**config.mk**
```make
export PLATFORM = sky130hd
export DESIGN_NAME = mlp_axis_bridge_flat
export DESIGN_NICKNAME = d
export VERILOG_FILES = /design/src/rtl/mlp_axis_bridge_if.sv /design/src/rtl/mlp_axis_bridge.sv /design/src/flat_wrapper.sv
export SDC_FILE = /design/constraint.sdc
export NUM_CORES = 2
export LEC_CHECK = 0
export ABC_AREA = 1
export BUFFER_PORTS_ARGS = -buffer_cell sky130_fd_sc_hd__buf_4
export CAP_MARGIN = 40
export CORE_UTILIZATION = 40
export CTS_CLUSTER_SIZE = 12
export DETAILED_ROUTE_END_ITERATION = 10
export REMOVE_ABC_BUFFERS = 1
export SETUP_SLACK_MARGIN = 0.15
export SYNTH_ARGS = -nofsm -noshare
export SYNTH_HDL_FRONTEND = slang
export SYNTH_SLANG_ARGS = --single-unit
```
**constraint.sdc**
```tcl
create_clock -name clk -period 41.1 [get_ports clk]
set_clock_uncertainty 0.15 [all_clocks]
set_input_delay 6.165 -clock clk [delete_from_list [all_inputs] [get_ports clk]]
set_output_delay 6.165 -clock clk [all_outputs]
set_load 0.05 [all_outputs]
```
**src/rtl/mlp_axis_bridge_if.sv**
```systemverilog
// ============================================================================
// Module   : mlp_axis_bridge_if
// Purpose  : Bundles the host register bus and the two AXI-Stream ports of the
//            MLP control bridge.
//            - slave  : the bridge's view (bus target, TX stream source,
//                       RX stream sink).
//            - master : the environment's view (bus host, NoC side).
// Ports    : address/chipselect/read/write/writedata/readdata/irq (bus),
//            m_axis_* (TX stream), s_axis_* (RX stream).
// Revision : 1.0 - initial release
// ============================================================================
`default_nettype none

interface mlp_axis_bridge_if #(
  parameter int DATAW = 128,
  parameter int DESTW = 12,
  parameter int USERW = 75
);
  // Host bus
  logic [5:0]       address;
  logic             chipselect;
  logic             read;
  logic             write;
  logic [31:0]      writedata;
  logic [31:0]      readdata;
  logic             irq;

  // TX stream towards the NoC
  logic             m_axis_tvalid;
  logic             m_axis_tready;
  logic [DATAW-1:0] m_axis_tdata;
  logic [DESTW-1:0] m_axis_tdest;
  logic [USERW-1:0] m_axis_tuser;
  logic             m_axis_tlast;

  // RX stream from the NoC (tlast/tuser/tdest are not carried: unused)
  logic             s_axis_tvalid;
  logic             s_axis_tready;
  logic [DATAW-1:0] s_axis_tdata;

  modport slave (
    input  address, chipselect, read, write, writedata,
    output readdata, irq,
    output m_axis_tvalid, m_axis_tdata, m_axis_tdest, m_axis_tuser, m_axis_tlast,
    input  m_axis_tready,
    input  s_axis_tvalid, s_axis_tdata,
    output s_axis_tready
  );

  modport master (
    output address, chipselect, read, write, writedata,
    input  readdata, irq,
    input  m_axis_tvalid, m_axis_tdata, m_axis_tdest, m_axis_tuser, m_axis_tlast,
    output m_axis_tready,
    output s_axis_tvalid, s_axis_tdata,
    input  s_axis_tready
  );
endinterface

`default_nettype wire

```
**src/rtl/mlp_axis_bridge.sv**
```systemverilog
// ============================================================================
// Module   : mlp_axis_bridge
// Purpose  : Memory-mapped bridge between the host bus and the MVM NoC.
//            Assembles DATAW-bit payloads from 32-bit register writes, sends
//            them as single-beat AXIS packets and buffers returned beats in
//            an RX_DEPTH-entry FIFO readable over the bus.
// Ports    : clk   - single clock for bus and streams
//            reset - asynchronous, active-high
//            bus   - mlp_axis_bridge_if.slave (register bus, TX and RX AXIS)
// Revision : 1.0 - initial release
// ============================================================================
`default_nettype none

module mlp_axis_bridge #(
  parameter int DATAW           = 128,
  parameter int DESTW           = 12,
  parameter int USERW           = 75,
  parameter int RX_DEPTH        = 4,
  parameter int RX_BACKPRESSURE = 1
) (
  input  logic             clk,
  input  logic             reset,
  mlp_axis_bridge_if.slave bus
);

  localparam int NW = DATAW / 32;
  localparam int PW = (RX_DEPTH > 1) ? $clog2(RX_DEPTH) : 1;
  localparam int CW = $clog2(RX_DEPTH + 1);
  localparam logic [CW-1:0] FULL_CNT = CW'(RX_DEPTH);

  typedef enum logic [0:0] {
    ST_IDLE = 1'b0,
    ST_SEND = 1'b1
  } tx_state_e;

  // --------------------------------------------------------------------------
  // State
  // --------------------------------------------------------------------------
  tx_state_e        state_q, state_d;
  logic [1:0]       op_q, op_d;
  logic             irq_en_q, irq_en_d;
  logic [DESTW-1:0] dest_q, dest_d;
  logic [8:0]       user_q, user_d;
  logic [31:0]      instr_q, instr_d;
  logic [DATAW-1:0] tx_words_q, tx_words_d;

  logic             tvalid_q, tvalid_d;
  logic [DATAW-1:0] tdata_q, tdata_d;
  logic [DESTW-1:0] tdest_q, tdest_d;
  logic [USERW-1:0] tuser_q, tuser_d;
  logic             tlast_q, tlast_d;

  logic [DATAW-1:0] mem_q [RX_DEPTH];
  logic [DATAW-1:0] mem_d [RX_DEPTH];
  logic [PW-1:0]    wr_ptr_q, wr_ptr_d;
  logic [PW-1:0]    rd_ptr_q, rd_ptr_d;
  logic [CW-1:0]    count_q, count_d;
  logic             ovf_q, ovf_d;
  logic             s_tready_q, s_tready_d;
  logic             irq_q, irq_d;
  logic [31:0]      readdata_q, readdata_d;

  // --------------------------------------------------------------------------
  // Decode
  // --------------------------------------------------------------------------
  logic        wr_en, rd_en;
  logic        send_req, flush_req;
  logic        rx_full, rx_empty;
  logic        pop, push_hs, store, drop;
  logic [31:0] status;

  always_comb begin
    wr_en     = bus.chipselect & bus.write;
    rd_en     = bus.chipselect & bus.read;
    send_req  = wr_en && (bus.address == 6'h00) && bus.writedata[0];
    flush_req = wr_en && (bus.address == 6'h00) && bus.writedata[4];
    rx_full   = (count_q == FULL_CNT);
    rx_empty  = (count_q == '0);
    // Reading the last word of the head entry retires that entry.
    pop       = rd_en && (bus.address == 6'(32 + NW - 1)) && !rx_empty;
    push_hs   = bus.s_axis_tvalid & s_tready_q;
    // When full, a beat is only storable if a pop frees the head this cycle.
    store     = push_hs && (!rx_full || pop);
    drop      = push_hs && rx_full && !pop;

    status         = '0;
    status[0]      = (state_q == ST_SEND);
    status[1]      = !rx_empty;
    status[2]      = rx_full;
    status[3]      = ovf_q;
    status[8 +: CW] = count_q;
  end

  // --------------------------------------------------------------------------
  // Register file and RX FIFO next-state
  // --------------------------------------------------------------------------
  always_comb begin
    op_d       = op_q;
    irq_en_d   = irq_en_q;
    dest_d     = dest_q;
    user_d     = user_q;
    instr_d    = instr_q;
    tx_words_d = tx_words_q;
    ovf_d      = ovf_q;
    mem_d      = mem_q;
    wr_ptr_d   = wr_ptr_q;
    rd_ptr_d   = rd_ptr_q;
    count_d    = count_q;

    if (wr_en) begin
      case (bus.address)
        6'h00: begin
          op_d     = bus.writedata[2:1];
          irq_en_d = bus.writedata[3];
        end
        6'h01:   dest_d  = bus.writedata[DESTW-1:0];
        6'h02:   user_d  = bus.writedata[8:0];
        6'h03:   if (bus.writedata[3]) ovf_d = 1'b0;
        6'h04:   instr_d = bus.writedata;
        default: begin
          for (int i = 0; i < NW; i++) begin
            if (bus.address == 6'(16 + i)) tx_words_d[32*i +: 32] = bus.writedata;
          end
        end
      endcase
    end

    if (flush_req) begin
      // Flush wins over any same-cycle push or pop.
      wr_ptr_d = '0;
      rd_ptr_d = '0;
      count_d  = '0;
    end else begin
      if (store) begin
        mem_d[wr_ptr_q] = bus.s_axis_tdata;
        wr_ptr_d        = wr_ptr_q + PW'(1);
      end
      if (pop) rd_ptr_d = rd_ptr_q + PW'(1);
      count_d = count_q + CW'(store) - CW'(pop);
      // Overflow set takes priority over a same-cycle software clear.
      if (drop) ovf_d = 1'b1;
    end

    s_tready_d = (RX_BACKPRESSURE != 0) ? (count_d != FULL_CNT) : 1'b1;
    irq_d      = irq_en_d & (count_d != '0);
  end

  // --------------------------------------------------------------------------
  // Read data: registered, holds between reads
  // --------------------------------------------------------------------------
  always_comb begin
    readdata_d = readdata_q;
    if (rd_en) begin
      readdata_d = '0;
      case (bus.address)
        6'h00:   readdata_d = {27'd0, 1'b0, irq_en_q, op_q, 1'b0};
        6'h01:   readdata_d = 32'(dest_q);
        6'h02:   readdata_d = 32'(user_q);
        6'h03:   readdata_d = status;
        6'h04:   readdata_d = instr_q;
        default: begin
          for (int i = 0; i < NW; i++) begin
            if (bus.address == 6'(16 + i)) readdata_d = tx_words_q[32*i +: 32];
            if ((bus.address == 6'(32 + i)) && !rx_empty)
              readdata_d = mem_q[rd_ptr_q][32*i +: 32];
          end
        end
      endcase
    end
  end

  // --------------------------------------------------------------------------
  // TX FSM next-state
  // --------------------------------------------------------------------------
  always_comb begin
    state_d  = state_q;
    tvalid_d = tvalid_q;
    tdata_d  = tdata_q;
    tdest_d  = tdest_q;
    tuser_d  = tuser_q;
    tlast_d  = tlast_q;
    case (state_q)
      ST_IDLE: begin
        if (send_req) begin
          // OP comes from the launching write itself; payload sources are
          // the values registered before this write.
          state_d       = ST_SEND;
          tvalid_d      = 1'b1;
          tlast_d       = 1'b1;
          tdest_d       = dest_q;
          tuser_d       = '0;
          tuser_d[10:9] = bus.writedata[2:1];
          tuser_d[8:0]  = user_q;
          tdata_d       = (bus.writedata[2:1] == 2'd0) ? DATAW'(instr_q) : tx_words_q;
        end
      end
      ST_SEND: begin
        if (bus.m_axis_tready) begin
          state_d  = ST_IDLE;
          tvalid_d = 1'b0;
          tdata_d  = '0;
          tlast_d  = 1'b0;
        end
      end
      default: state_d = ST_IDLE;
    endcase
  end

  // --------------------------------------------------------------------------
  // Flops
  // --------------------------------------------------------------------------
  always_ff @(posedge clk or posedge reset) begin
    if (reset) begin
      state_q    <= ST_IDLE;
      op_q       <= '0;
      irq_en_q   <= 1'b0;
      dest_q     <= '0;
      user_q     <= '0;
      instr_q    <= '0;
      tx_words_q <= '0;
      tvalid_q   <= 1'b0;
      tdata_q    <= '0;
      tdest_q    <= '0;
      tuser_q    <= '0;
      tlast_q    <= 1'b0;
      for (int i = 0; i < RX_DEPTH; i++) mem_q[i] <= '0;
      wr_ptr_q   <= '0;
      rd_ptr_q   <= '0;
      count_q    <= '0;
      ovf_q      <= 1'b0;
      s_tready_q <= 1'b0;
      irq_q      <= 1'b0;
      readdata_q <= '0;
    end else begin
      state_q    <= state_d;
      op_q       <= op_d;
      irq_en_q   <= irq_en_d;
      dest_q     <= dest_d;
      user_q     <= user_d;
      instr_q    <= instr_d;
      tx_words_q <= tx_words_d;
      tvalid_q   <= tvalid_d;
      tdata_q    <= tdata_d;
      tdest_q    <= tdest_d;
      tuser_q    <= tuser_d;
      tlast_q    <= tlast_d;
      mem_q      <= mem_d;
      wr_ptr_q   <= wr_ptr_d;
      rd_ptr_q   <= rd_ptr_d;
      count_q    <= count_d;
      ovf_q      <= ovf_d;
      s_tready_q <= s_tready_d;
      irq_q      <= irq_d;
      readdata_q <= readdata_d;
    end
  end

  // --------------------------------------------------------------------------
  // Outputs: all straight from flops
  // --------------------------------------------------------------------------
  assign bus.readdata      = readdata_q;
  assign bus.irq           = irq_q;
  assign bus.m_axis_tvalid = tvalid_q;
  assign bus.m_axis_tdata  = tdata_q;
  assign bus.m_axis_tdest  = tdest_q;
  assign bus.m_axis_tuser  = tuser_q;
  assign bus.m_axis_tlast  = tlast_q;
  assign bus.s_axis_tready = s_tready_q;

endmodule

`default_nettype wire

```
**src/flat_wrapper.sv**
```systemverilog
// flat-port wrapper written by rule: the top's interface ports become plain ports
module mlp_axis_bridge_flat 
#(
  parameter int DATAW           = 128,
  parameter int DESTW           = 12,
  parameter int USERW           = 75,
  parameter int RX_DEPTH        = 4,
  parameter int RX_BACKPRESSURE = 1
)
  (clk, reset, bus_address, bus_chipselect, bus_read, bus_write, bus_writedata, bus_readdata, bus_irq, bus_m_axis_tvalid, bus_m_axis_tdata, bus_m_axis_tdest, bus_m_axis_tuser, bus_m_axis_tlast, bus_m_axis_tready, bus_s_axis_tvalid, bus_s_axis_tdata, bus_s_axis_tready);
  mlp_axis_bridge_if #(.DATAW(DATAW), .DESTW(DESTW), .USERW(USERW)) bus_i ();
  input  logic clk;
  input  logic reset;
  input wire logic [$bits(bus_i.address)-1:0] bus_address;
  input wire logic [$bits(bus_i.chipselect)-1:0] bus_chipselect;
  input wire logic [$bits(bus_i.read)-1:0] bus_read;
  input wire logic [$bits(bus_i.write)-1:0] bus_write;
  input wire logic [$bits(bus_i.writedata)-1:0] bus_writedata;
  output wire logic [$bits(bus_i.readdata)-1:0] bus_readdata;
  output wire logic [$bits(bus_i.irq)-1:0] bus_irq;
  output wire logic [$bits(bus_i.m_axis_tvalid)-1:0] bus_m_axis_tvalid;
  output wire logic [$bits(bus_i.m_axis_tdata)-1:0] bus_m_axis_tdata;
  output wire logic [$bits(bus_i.m_axis_tdest)-1:0] bus_m_axis_tdest;
  output wire logic [$bits(bus_i.m_axis_tuser)-1:0] bus_m_axis_tuser;
  output wire logic [$bits(bus_i.m_axis_tlast)-1:0] bus_m_axis_tlast;
  input wire logic [$bits(bus_i.m_axis_tready)-1:0] bus_m_axis_tready;
  input wire logic [$bits(bus_i.s_axis_tvalid)-1:0] bus_s_axis_tvalid;
  input wire logic [$bits(bus_i.s_axis_tdata)-1:0] bus_s_axis_tdata;
  output wire logic [$bits(bus_i.s_axis_tready)-1:0] bus_s_axis_tready;
  assign bus_i.address = bus_address;
  assign bus_i.chipselect = bus_chipselect;
  assign bus_i.read = bus_read;
  assign bus_i.write = bus_write;
  assign bus_i.writedata = bus_writedata;
  assign bus_readdata = bus_i.readdata;
  assign bus_irq = bus_i.irq;
  assign bus_m_axis_tvalid = bus_i.m_axis_tvalid;
  assign bus_m_axis_tdata = bus_i.m_axis_tdata;
  assign bus_m_axis_tdest = bus_i.m_axis_tdest;
  assign bus_m_axis_tuser = bus_i.m_axis_tuser;
  assign bus_m_axis_tlast = bus_i.m_axis_tlast;
  assign bus_i.m_axis_tready = bus_m_axis_tready;
  assign bus_i.s_axis_tvalid = bus_s_axis_tvalid;
  assign bus_i.s_axis_tdata = bus_s_axis_tdata;
  assign bus_s_axis_tready = bus_i.s_axis_tready;
  mlp_axis_bridge #(.DATAW(DATAW), .DESTW(DESTW), .USERW(USERW), .RX_DEPTH(RX_DEPTH), .RX_BACKPRESSURE(RX_BACKPRESSURE)) u_core (.clk(clk), .reset(reset), .bus(bus_i));
endmodule
```
### Word level (Yosys, flattened, before mapping)

Cells that the tools add are included.

| word-level totals | value |
|---|---|
| flip-flop bits (word level) | 891 |
| input bits | 173 |
| output and inout bits | 251 |

| operators by class | value |
|---|---|
| $add $sub $neg | 4 |
| order comparisons | 3 |
| equal/unequal tests | 16 |
| multiplexer cells | 37 |
| bitwise gates (word level) | 9 |
| reductions and logical operators | 35 |

Operators by type and width:

| cell | number |
|---|---|
| $mux 128 | 6 |
| $bwmux 512 | 1 |
| $bmux 128 s2 | 1 |
| $demux 128 s2 | 1 |
| $mux 32 | 8 |
| $pmux 128 s2 | 1 |
| $pmux 32 s5 | 1 |
| $eq 6x5->1 const B | 4 |
| $eq 6x6->1 const B | 4 |
| $reduce_and 2->1 | 7 |
| $logic_and 1x1->1 | 13 |
| $eq 6x2->1 const B | 2 |
| $reduce_and 3->1 | 4 |
| $mux 1 | 11 |
| $mux 2 | 4 |
| $eq 6x1->1 const B | 1 |
| $eq 6x3->1 const B | 1 |
| $ge 3x3->1 const B | 2 |
| $logic_not 6->1 | 1 |
| $not 2->3 | 2 |
| $reduce_or 5->1 | 1 |
| $add 2x1->2 const B | 2 |
| $and 1x1->1 | 4 |
| $pmux 1 s2 | 2 |
| other kinds (15) | 20 |

### Depth between registers and ports, before layout

| depth | value |
|---|---|
| depth after elaboration | 12 |
| gate-level depth with buffers | 14 |

### Worst setup path before layout

Ideal clock, no wire load.

| timing path | value |
|---|---|
| kind | input port to flip-flop |
| start | in bus_address[5] |
| end | reg u_core.irq_q (netlist: u_core.bus.irq) |
| library setup time | 124 ps |
| data arrival time | 7963 ps |
| data required time | 40826 ps |
| slack | 32863 ps |
| stages on the path | 12 |
| cell sequence | inv_1 -> nor2_1 -> nand2_1 -> nor2_4 -> nand2_2 -> or2_2 -> nand2_1 -> ha_1 -> fa_1 -> inv_1 -> nor2_1 -> o31a_1 |

| on the way | value |
|---|---|
| cells in the longest elaborated chain, start to end | 10 |
| elaborated cells on any way between the ends | 15 |
| those cells by class | 2 x add/sub; 1 x eq/ne; 3 x mux; 1 x bitwise; 8 x reduce/logical |

RTL lines:

| element | line | source |
|---|---|---|
| start: declaration | flat_wrapper.sv:14 | `input wire logic [$bits(bus_i.address)-1:0] bus_address;` |
| $eq 6x6->1 | mlp_axis_bridge.sv:80 | `pop = rd_en && (bus.address == 6'(32 + NW - 1)) && !rx_empty;` |
| $logic_and 1x1->1 (2 in a row) | mlp_axis_bridge.sv:80 |  |
| $logic_or 1x1->1 | mlp_axis_bridge.sv:83 | `store = push_hs && (!rx_full \|\| pop);` |
| $logic_and 1x1->1 | mlp_axis_bridge.sv:83 |  |
| $add 3x1->3 | mlp_axis_bridge.sv:139 | `count_d = count_q + CW'(store) - CW'(pop);` |
| $sub 3x1->3 | mlp_axis_bridge.sv:139 |  |
| $mux 3 * | mlp_axis_bridge.sv:128 | `if (flush_req) begin` |
| via u_core.count_d[1] | mlp_axis_bridge.sv:57 | `logic [CW-1:0] count_q, count_d;` |
| $reduce_bool 3->1 * | mlp_axis_bridge.sv:145 | `irq_d = irq_en_d & (count_d != '0);` |
| $and 1x1->1 * | mlp_axis_bridge.sv:145 |  |
| via u_core.irq_d | mlp_axis_bridge.sv:60 | `logic irq_q, irq_d;` |
| end signal: assignment | mlp_axis_bridge.sv:253 | `irq_q <= irq_d;` |
| end: declaration | mlp_axis_bridge.sv:60 |  |

Mark *: on every way through the listed nets, which the timed path passes. The rest lies on a longest branch.
A chain may end at the register's enable or synchronous reset.

### Worst setup path in the final report

| timing path | value |
|---|---|
| start | in bus_read |
| end | reg u_core.mem_q[145] (netlist bit) |

| on the way | value |
|---|---|
| cells in the longest elaborated chain, start to end | 6 |

RTL lines:

| element | line | source |
|---|---|---|
| start: declaration | flat_wrapper.sv:16 | `input wire logic [$bits(bus_i.read)-1:0] bus_read;` |
| $and 1x1->1 | mlp_axis_bridge.sv:74 | `rd_en = bus.chipselect & bus.read;` |
| $logic_and 1x1->1 (2 in a row) | mlp_axis_bridge.sv:80 |  |
| $logic_or 1x1->1 | mlp_axis_bridge.sv:83 |  |
| $logic_and 1x1->1 | mlp_axis_bridge.sv:83 |  |
| $reduce_and 2->1 (no source line) | - |  |
| end signal: assignment | mlp_axis_bridge.sv:247 | `mem_q <= mem_d;` |
| end: declaration | mlp_axis_bridge.sv:53 | `logic [DATAW-1:0] mem_q [RX_DEPTH];` |

Every way passes these cells.

==> metrics <==
status completed; antenna violations before repair 29; number of enable flip-flop cells after synthesis 0; Max transition margin approximately 33%; CTS Root Buffer Type sky130_fd_sc_hd__clkbuf_16; minimum setup slack among reg-to-reg paths between 30 and 40 ns; H-tree levels 3; Synth Register Bits about 890; hold violation count in the final report 0; number of max-slew violations in the final report 0; IO Pins 424; CP Data Required Time 41.47 ns; number of search-and-repair iterations in the first detailed-routing pass 5; Worst R2R Path Depth 16; overall fraction of global-route tracks in use between 20% and 30%; horizontal die dimension about 320 um; hold path endpoint u_core.bus.m_axis_tuser[0]; number of distinct library cell variants in the gate-level netlist after synthesis around 40; clock latency at the later pin of the worst-skew pair about 0.67 ns; hold buffers post-CTS 0; startpoint of the lowest-slack register-to-register path u_core.count_q[2]; Fin Hold WS between 0.3 and 0.4 ns; number of buffer cells added on primary ports 359; Post-Route Setup TNS 0 ns; clock tree from TritonCTS yes; number of maximum-capacitance constraint violations 0; Clock Pin Slew Worst Setup and Hold Paths roughly 0.060 ns; transition at the pin with the smallest max-transition slack 1.01 ns; clock sink count slightly below 900; sequential element share of the synthesized area a little over half; via total after detailed routing 35400; global-route wire length before repair about 210000 um; CP endpoint kind flip-flop; post-route minimum period between 9 and 10 ns; total wire length roughly 140000 um; DRC 0; FMAX 103 MHz; total die area ~100000 um^2; endpoint of the worst register-to-register path u_core.mem_q[145]; share of flip-flops with an asynchronous set or reset between 90% and 100%; share of layout cells above drive strength 1 12.0%; via/cell ratio approximately 5.3; RSZ-0062 raised after global routing false; startpoint kind of the worst setup timing path input port; power density relative to cell area between 60 and 70 nW/um^2; most common library cell in the layout ignoring fill and taps sky130_fd_sc_hd__nand2_1; Starting Density 40.6%; final estimated routing congestion in global placement 0.838; Max FO, Critical Path 100; pin count of the biggest net entering global routing ~210; number of setup buffers added after CTS 0; HP Class flip-flop to flip-flop; Resized Gates After CTS 0; Warnings, synthesis 0; Placeable Area approximately 100000 um^2; area delta synth->final 17.4%; crit path kind input port to flip-flop; instance count of the mapped netlist approximately 5100; cell leakage power between 20 and 25 nW; final clock period utilization by the worst path a little under a quarter; CP Data Arrival Time ~10 ns; synthesized area per cell between 8 and 9 um^2; aggregate global routing overflow 0; Iter 0 DRT Violations roughly 3300; antenna viol nets, final 0; detailed placement HPWL 87700 um; height of the die 322 um; mapped cell area approximately 41000 um^2; number of CTS-inserted buffers 99; post-route total power about 3 mW; Wirelength per Cell between 20 and 25 um; Worst Hold Depth 2; source of the worst hold timing path u_core.bus.m_axis_tuser[0]; NumNets Final about 5400; Main synth FF type sky130_fd_sc_hd__dfrtp_1; commonest cells after routing, fill and taps aside sky130_fd_sc_hd__nand2_1, sky130_fd_sc_hd__o21ai_0, sky130_fd_sc_hd__dfrtp_1, sky130_fd_sc_hd__buf_4, sky130_fd_sc_hd__nand3_1; maximum count of clock buffers along a single path 3; worst IR drop on VDD 0.0000494 V; via count of the first global-routing pass roughly 34000; floorplan row count between 100 and 150; number of setup violations in the final report 0
-- state kept, by name, summed over array words and instances (netlist names), 2 cells and up --
name / count
u_core.bus.m_axis_tdest: 12
u_core.mem_q: 512
u_core.tx_words_q: 128
u_core.bus.readdata: 32
u_core.rd_ptr_q: 2
u_core.op_q: 2
u_core.user_q: 9
u_core.wr_ptr_q: 2
u_core.bus.m_axis_tuser: 11
u_core.bus.m_axis_tdata: 128
u_core.instr_q: 32
u_core.count_q: 3
u_core.dest_q: 12
-- per-stage QoR --
step	util, %	std cells	setup WS, ns	area, um^2
floorplan	-	4714	9.74	39100
global placement	43.9	6489	30.45	44100
detailed placement	44.4	6510	30.74	44700
CTS	47.6	6687	31.40	47900
global route	47.7	6700	31.12	48000
finish	47.7	6704	31.35	48000
-- critical path, cell delays in order --
cell,delay [ns]
sky130_fd_sc_hd__buf_4,0.11
sky130_fd_sc_hd__nand2_2,0.06
sky130_fd_sc_hd__buf_4,0.58
sky130_fd_sc_hd__inv_2,0.08
sky130_fd_sc_hd__nand2_2,0.13
sky130_fd_sc_hd__nand2_2,0.12
sky130_fd_sc_hd__nand2_8,0.45
sky130_fd_sc_hd__buf_4,0.82
sky130_fd_sc_hd__buf_4,0.36
sky130_fd_sc_hd__buf_16,0.30
sky130_fd_sc_hd__nor2_4,0.06
sky130_fd_sc_hd__buf_4,0.27
sky130_fd_sc_hd__buf_16,0.25
sky130_fd_sc_hd__nand2_1,0.12
sky130_fd_sc_hd__o21ai_0,0.10
-- worst max-delay path by stage --
| stage | depth (start not counted) | startpoint | slack, ns | to |
|---|---|---|---|---|
| after floorplan | 1 | reset | 9.74 | u_core.bus.irq |
| final | 15 | bus_read | 31.35 | u_core.mem_q[145] |
| after global placement | 12 | bus_address[4] | 30.45 | u_core.mem_q[320] |
| after detailed placement | 15 | bus_read | 30.74 | u_core.mem_q[129] |
| after CTS | 16 | bus_address[4] | 31.40 | u_core.mem_q[145] |
| after global routing | 17 | bus_address[5] | 31.12 | u_core.mem_q[182] |
-- synth_stat cells (2+ instances only) --
cell type,n,area [um^2]
sky130_fd_sc_hd__nand2_1,1617,6070
sky130_fd_sc_hd__o21ai_0,893,4470
sky130_fd_sc_hd__dfrtp_1,891,22300
sky130_fd_sc_hd__nand3_1,354,1770
sky130_fd_sc_hd__inv_1,310,1160
sky130_fd_sc_hd__clkbuf_1,236,886
sky130_fd_sc_hd__a21oi_1,207,1040
sky130_fd_sc_hd__nor2_1,202,758
sky130_fd_sc_hd__buf_2,82,410
sky130_fd_sc_hd__buf_4,66,495
sky130_fd_sc_hd__o21ai_1,46,230
sky130_fd_sc_hd__nand4_1,36,225
sky130_fd_sc_hd__buf_1,34,128
sky130_fd_sc_hd__mux2i_1,31,310
sky130_fd_sc_hd__o221ai_1,11,96.3
sky130_fd_sc_hd__a211oi_1,5,37.5
sky130_fd_sc_hd__ha_1,5,62.6
sky130_fd_sc_hd__nor2_4,5,56.3
sky130_fd_sc_hd__o22ai_1,5,31.3
sky130_fd_sc_hd__inv_2,4,15.0
sky130_fd_sc_hd__nor3_1,4,20.0
sky130_fd_sc_hd__a22oi_1,2,15.0
sky130_fd_sc_hd__buf_6,2,22.5
sky130_fd_sc_hd__nand2_2,2,12.5
sky130_fd_sc_hd__nand2_4,2,22.5
sky130_fd_sc_hd__nor2_2,2,12.5
sky130_fd_sc_hd__nor2_8,2,40.0
sky130_fd_sc_hd__o2111ai_1,2,17.5
sky130_fd_sc_hd__xnor2_1,2,17.5
-- kinds of logic (layout without fill, tap and decap cells) --
family          Yosys count  in the layout  synth area share, %
flops                   891            891                 54.6
fa+ha+maj                 6              6                0.202
buf+inv                 735            930                 7.65
other cells               1             81              0.00918
mux                      31             31                0.760
simple gates           2229           2229                 22.1
xor+xnor                  3              3               0.0643
compound gates         1176           1176                 14.6
-- per-layer routing --
layer,GRT usage [%],wire [um],up-vias
met5,0,138,-
met3,5.04,10100,190
met4,8.41,3320,20
met2,43.3,66900,1168
li1,-,-,16700
met1,37.1,61100,17400
-- cell type report --
cell class / instances / area [um^2]
flip-flops and latches: 891 / 22300
clock buffers: 146 / 2960
multi-input cells: 3509 / 15800
well taps: 1357 / 1700
clock inverters: 31 / 293
inverters: 314 / 1200
fillers: 9890 / 52600
repair buffers: 439 / 3710
diodes: 17 / 42.5
-- where the power goes --
part	switching [mW]	internal (mW)
Combinational	0.564	0.239
Sequential	0.110	1.14
Clock	0.371	0.527
Total	1.04	1.90
(Power assumes the default switching activity.)
